File: src/rtl/coor_scanner.sv
// Raster (x, y) coordinate generator for one COLS x ROWS frame, row-major, x inner.
// Latency: first coordinate is valid one cycle after start; done pulses one cycle after the last transfer.
// Backpressure: coordinate, valid and flags hold while valid & !ready; advances only on valid & ready.
module coor_scanner #(
  parameter int COLS = 79,
  parameter int ROWS = 16
) (
  input  logic       clk,
  input  logic       rst,
  input  logic       start,
  input  logic       abort,
  input  logic       ready,
  output logic [6:0] x,
  output logic [3:0] y,
  output logic       valid,
  output logic       sof,
  output logic       eol,
  output logic       eof,
  output logic       busy,
  output logic       done
);

  typedef enum logic [1:0] {
    S_IDLE = 2'd0,
    S_SCAN = 2'd1,
    S_DONE = 2'd2
  } state_t;

  localparam logic [6:0] X_LAST = 7'(COLS - 1);
  localparam logic [3:0] Y_LAST = 4'(ROWS - 1);

  state_t     state_q, state_d;
  logic [6:0] x_q, x_d;
  logic [3:0] y_q, y_d;

  logic at_x_last;
  logic at_y_last;

  assign at_x_last = (x_q == X_LAST);
  assign at_y_last = (y_q == Y_LAST);

  // State and coordinate registers; reset parks the scanner idle at (0,0).
  always_ff @(posedge clk) begin
    if (rst) begin
      state_q <= S_IDLE;
      x_q     <= 7'd0;
      y_q     <= 4'd0;
    end else begin
      state_q <= state_d;
      x_q     <= x_d;
      y_q     <= y_d;
    end
  end

  // Next state and next coordinate: abort beats a coincident transfer, last pixel wraps to (0,0).
  always_comb begin
    state_d = state_q;
    x_d     = x_q;
    y_d     = y_q;
    case (state_q)
      S_IDLE: begin
        if (start) begin
          state_d = S_SCAN;
          x_d     = 7'd0;
          y_d     = 4'd0;
        end
      end
      S_SCAN: begin
        if (abort) begin
          state_d = S_DONE;
          x_d     = 7'd0;
          y_d     = 4'd0;
        end else if (ready) begin
          if (!at_x_last) begin
            x_d = x_q + 7'd1;
          end else begin
            x_d = 7'd0;
            if (at_y_last) begin
              state_d = S_DONE;
              y_d     = 4'd0;
            end else begin
              y_d = y_q + 4'd1;
            end
          end
        end
      end
      S_DONE: begin
        state_d = S_IDLE;
      end
      default: begin
        state_d = S_IDLE;
        x_d     = 7'd0;
        y_d     = 4'd0;
      end
    endcase
  end

  // Outputs decoded from registered state and coordinate; frame flags are qualified by valid.
  always_comb begin
    valid = (state_q == S_SCAN);
    busy  = (state_q != S_IDLE);
    done  = (state_q == S_DONE);
    x     = x_q;
    y     = y_q;
    sof   = valid && (x_q == 7'd0) && (y_q == 4'd0);
    eol   = valid && at_x_last;
    eof   = valid && at_x_last && at_y_last;
  end

endmodule

File: config.mk
export PLATFORM = sky130hd
export DESIGN_NAME = coor_scanner
export DESIGN_NICKNAME = d
export VERILOG_FILES = /design/src/rtl/coor_scanner.sv
export SDC_FILE = /design/constraint.sdc
export NUM_CORES = 1
export LEC_CHECK = 0
export BUFFER_PORTS_ARGS = -buffer_cell sky130_fd_sc_hd__buf_2
export CAP_MARGIN = 10
export CORE_MARGIN = 2
export CORE_UTILIZATION = 53
export CTS_CLUSTER_DIAMETER = 150
export DETAILED_ROUTE_END_ITERATION = 7
export GPL_TIMING_DRIVEN = 0
export MAX_ROUTING_LAYER = met4
export PLACE_DENSITY = 0.88
export SLEW_MARGIN = 10
export SYNTH_ARGS = -nofsm -noshare
export SYNTH_HDL_FRONTEND = slang
export SYNTH_SLANG_ARGS = --single-unit
File: constraint.sdc
create_clock -name clk -period 4.6 [get_ports clk]
set_clock_uncertainty 0.1 [all_clocks]
set_input_delay 1.15 -clock clk [delete_from_list [all_inputs] [get_ports clk]]
set_output_delay 1.15 -clock clk [all_outputs]
set_load 0.01 [all_outputs]
### After elaboration in Yosys (flattened, before gate mapping)

Cells that the tools add are included.
W data, S select, Z words.

| storage, ports and cells | value |
|---|---|
| flip-flop bits (word level) | 13 |
| input bits | 5 |
| output and inout bits | 17 |
| logic and storage cells | 42 |

| operators by class | value |
|---|---|
| add/sub/neg operators | 2 |
| eq/ne operators | 8 |
| mux-type cells | 17 |
| bitwise logic cells | 1 |
| reductions and logical operators | 11 |

Operators with widths:

| kind | count |
|---|---|
| $mux W7 | 4 |
| $pmux W7 S3 | 1 |
| $mux W4 | 5 |
| $pmux W4 S3 | 1 |
| $mux W2 | 5 |
| $reduce_and A4 Y1 | 2 |
| $add A7 B1 Y7 const B | 1 |
| $eq A7 B7 Y1 const B | 1 |
| $logic_not A7 Y1 | 1 |
| $ne A3 B2 Y1 const B | 2 |
| $add A4 B1 Y4 const B | 1 |
| $eq A4 B4 Y1 const B | 1 |
| $logic_and A1 B1 Y1 | 4 |
| $logic_not A4 Y1 | 1 |
| $pmux W2 S2 | 1 |
| $ne A3 B3 Y1 const B | 1 |
| $reduce_and A3 Y1 | 1 |
| $eq A2 B1 Y1 const B | 1 |
| $eq A2 B2 Y1 const B | 1 |
| $logic_not A2 Y1 | 1 |
| $ne A2 B2 Y1 const B | 1 |
| $reduce_bool A2 Y1 | 1 |
| $not A1 Y1 | 1 |

### Depth between registers and ports, before layout

| logic depth | value |
|---|---|
| word-level depth | 6 |
| mapped depth | 6 |
| depth with buffers taken out | 6 |

### Worst setup path before layout

Ideal clock, no wire load.

| timing path | value |
|---|---|
| path type | reg-to-output |
| from | register x_q[0], in the netlist x[0] |
| to | output sof |
| arrival time | 1.208 ns |
| data required time | 3.350 ns |
| setup slack | 2.142 ns |
| stages on the path, launching flop included | 7 |
| buffers on the path | 0 |
| cells stage by stage | dfxtp_1 > inv_1 > ha_1 > nand2_1 > nor3_1 > nand3_1 > nor4_1 |

| between the ends | value |
|---|---|
| cells in the longest elaborated chain, start to end | 3 |

RTL lines:

| element | line | text |
|---|---|---|
| start, declared | 33 | `logic [6:0] x_q, x_d;` |
| start signal, assigned | 46 | `x_q <= 7'd0;` |
| start signal, assigned | 50 | `x_q <= x_d;` |
| $logic_not A7 Y1 | 105 | `sof = valid && (x_q == 7'd0) && (y_q == 4'd0);` |
| $logic_and A1 B1 Y1 (2 in series) | 105 |  |
| end, declared | 16 | `output logic sof,` |

No other way between the ends.

### Final worst setup path

| timing path | value |
|---|---|
| from | register x_q[1], in the netlist x[1] |
| to | output eof |

| between the ends | value |
|---|---|
| cells in the longest elaborated chain, start to end | 3 |

RTL lines:

| element | line | text |
|---|---|---|
| $eq A7 B7 Y1 | 39 | `assign at_x_last = (x_q == X_LAST);` |
| $logic_and A1 B1 Y1 (2 in series) | 107 | `eof = valid && at_x_last && at_y_last;` |
| end, declared | 18 | `output logic eof,` |

No other way between the ends.

==> results.tsv <==
metric	value	unit
DPL Wire Length	1340	um
Num CTS Buffers	3	
Vert. Die Dim	42.4	um
post-synth cell types	39	
CP arrival	1.55	ns
VDD IR-drop max	232	uV
Pint	0.000162	W
Die Wd	42.4	um
top cells by area, synth	dfxtp_1, ha_1, xor2_1, nor2_1, o21ai_1	
GR met2 Demand/Resource	36.9	%
CP Buf/Inv Count	1	
crit-path leading delay family	simple AND/OR/NAND/NOR gates	
Vias	735	
IO Pins	22	
Min Clock Period, post-route	2.80	ns
Worst Setup End Kind	output pin	
simple-gate portion of the synthesized area	30.7	%
status	completed	
crit share post-route	61.0	%
CTS resizes	0	
Combinational Power Share	14.3	%
Setup violations, final	0	
vias in the first global route	705	
Yosys top cell area share	33.2	%
antenna violations before repair	0	
Sum Neg Setup Slack	0	ns
number of I/O port buffers	21	
first-pass GRT wire length	3050	um
synth-to-layout area growth	19.2	%
Layout Nets	122	
Switch Pwr	0.0000619	W
Slew @ Worst Pin	0.409	ns
Max Clk Rate	0.357	GHz
Placer Congestion	0.800	
kind of critical path	flip-flop to output pin	
synth warn	0	
sequential share of the synthesized area	33.2	%
Initial Utilization	58.7	%
RSZ-0062 raised after global routing	false	
clk_lat worst skew	0.28	ns
Synth Area in Compound Gates	16.1	%
fin cells	126	
Synth Area in XOR/XNOR	5.59	%
All-Layer GR Usage	22.8	%
Cell Area, Synth	783	um^2
largest net degree at the start of global routing	10	
area leader, netlist	dfxtp_1	
worst-path cell chain	ha_1 > and4bb_4 > nand3_4 > nor2_1 > buf_2	
WL final	1810	um
Min Hold Slack	0.449	ns
GR Util met3	3.45	%
ratio of cells with drive above 1 in the final layout	30.6	%
Post-Syn Instances	86	
diode count	0	
P_leak	0.419	nW
multi-input combinational cell area	493	um^2
Largest stage delay, worst path	0.45	ns
largest family of logic cells by synthesized area	simple AND/OR/NAND/NOR gates	
Slowest-stage cell, CP	dfxtp_1	
Sequential Area	260	um^2
per-instance average area after synthesis	9.11	um^2
M1 GR Usage	27.0	%
gr busiest metal	met2	
max_cap viols	0	
HP Class	flip-flop to flip-flop	
CP Launch Type	flip-flop	
Critical Path RT	3.35	ns
Post CTS Setup Buffer Count	0	
Placed Instances	122	
cell area power density	240	mW/mm^2
grt total ovfl	0	
Filler cells	123	
clock sinks	13	
CP max FO	7	
post-detailed-route wirelength per cell	14.4	um
remaining antenna violation count	0	
Synthesized Nets	96	
TritonCTS clock tree	done	
FP Rows	13	
# DRC	0	
Clk pin slew, worst setup/hold paths	0.09	ns
Placeable Area	0.00133	mm^2
Net Sw Frac	27.7	%
post-synthesis mux area share	2.56	%
mean number of vias per cell	5.83	
H-tree depth	1	
Root Buffer	clkbuf_4	
DRT Pass-1 Iters	4	
clock power share	32.9	%
clock buffer depth	2	
Final Hold Viols	0	
Flop pwr share	52.8	%
synthesized flop and latch total	13	
Post-Synth Adder-Cell Area	7.99	%
# hold bufs at CTS	0	
max-slew violations	0	
1st-iter DRT viols	21	
relative slew slack	72.6	%
Die ar.	0.00180	mm^2
[layout make-up]
type | instances | area share, %
clock buffers | 4 | 2.82
flip-flops and latches | 13 | 27.9
repair buffers | 21 | 11.3
well taps | 15 | 2.01
multi-input cells | 66 | 52.8
inverters | 6 | 2.41
plain buffers | 1 | 0.804
[metrics by stage]
| stage | worst slack, ns | instance area, um^2 | total power, W | util, % |
|---|---|---|---|---|
| after global placement | 2.07 | 907 | 0.000152 | 68.0 |
| after detailed placement | 2.04 | 907 | 0.000153 | 68.0 |
| after floorplan | 2.14 | 783 | 0.000142 | - |
| final | 1.80 | 933 | 0.000224 | 70.0 |
| after CTS | 1.81 | 933 | 0.000224 | 70.0 |
| after global routing | 1.69 | 933 | 0.000230 | 70.0 |
[power groups by stage]
stage,registers [W],clock network (W),logic (W)
3_3_place_gp,0.000121,0,0.0000310
4_1_cts,0.000118,0.0000735,0.0000321
6_report,0.000118,0.0000737,0.0000319
5_1_grt,0.000119,0.0000757,0.0000358
3_5_place_dp,0.000121,0,0.0000319
2_1_floorplan,0.000121,0,0.0000208
[path summary, 6_finish.rpt]
kind | from | to | slack [ns] | cells after the start
min reg2reg | state_q[1] | state_q[0] | 0.45 | 1
max | x[1] | eof | 1.80 | 5
max reg2reg | x[1] | y[1] | 2.74 | 5
min | state_q[1] | state_q[0] | 0.45 | 1
[sequential cells by signal, summed over array words and instances (netlist names)]
register  cells
x             7
y             4
state_q       2
[cell usage after synthesis, drive strengths merged]
library cell,n
dfxtp,13
nor2,9
inv,6
o21ai,6
ha,5
xor2,4
and4,3
nand2,3
nand3,3
nor2b,3
a21oi,2
a31oi,2
mux2i,2
nor3,2
nor3b,2
o211ai,2
o22ai,2
a22o,1
a41oi,1
and2,1
and2b,1
and4bb,1
buf,1
nand2b,1
nand4b,1
nor4,1
o2111ai,1
o21bai,1
o31a,1
or2,1
or3,1
or3b,1
or4b,1
xnor2,1
[cell usage in the layout, fill, tap and decap left out, drive strengths merged, types with 2 or more instances in the layout]
cell / synthesis / final
buf: 1 / 22
inv: 6 / 6
and4: 3 / 3
nor2b: 3 / 3
xor2: 4 / 4
nor3: 2 / 2
o21ai: 6 / 6
o211ai: 2 / 2
o22ai: 2 / 2
a31oi: 2 / 2
dfxtp: 13 / 13
nor3b: 2 / 2
mux2i: 2 / 2
nand3: 3 / 3
nor2: 9 / 9
clkbuf: 0 / 4
nand2: 3 / 3
ha: 5 / 5
a21oi: 2 / 2
[worst reg2reg max path, stage by stage (launching register included)]
cell      delay (ns)
dfxtp_1         0.45
ha_1            0.21
and4bb_4        0.28
nand3_4         0.09
or4b_4          0.52
o22ai_1         0.14
[kinds of logic (layout without fill, tap and decap cells)]
group / after synthesis / in the layout
AO/OA/AOI/OAI: 19 / 19
XOR/XNOR: 5 / 5
adder cells (fa/ha/maj): 5 / 5
buffers and inverters: 7 / 32
flip-flops: 13 / 13
multiplexers: 2 / 2
AND/OR/NAND/NOR: 35 / 35
[layer usage]
metal / wire length (um) / vias to the layer above
li1: - / 366
met2: 892 / 24
met3: 90 / 4
met1: 784 / 341
met5: 0 / -
met4: 43 / 0
No activity file was read; power rests on OpenSTA's default activity.
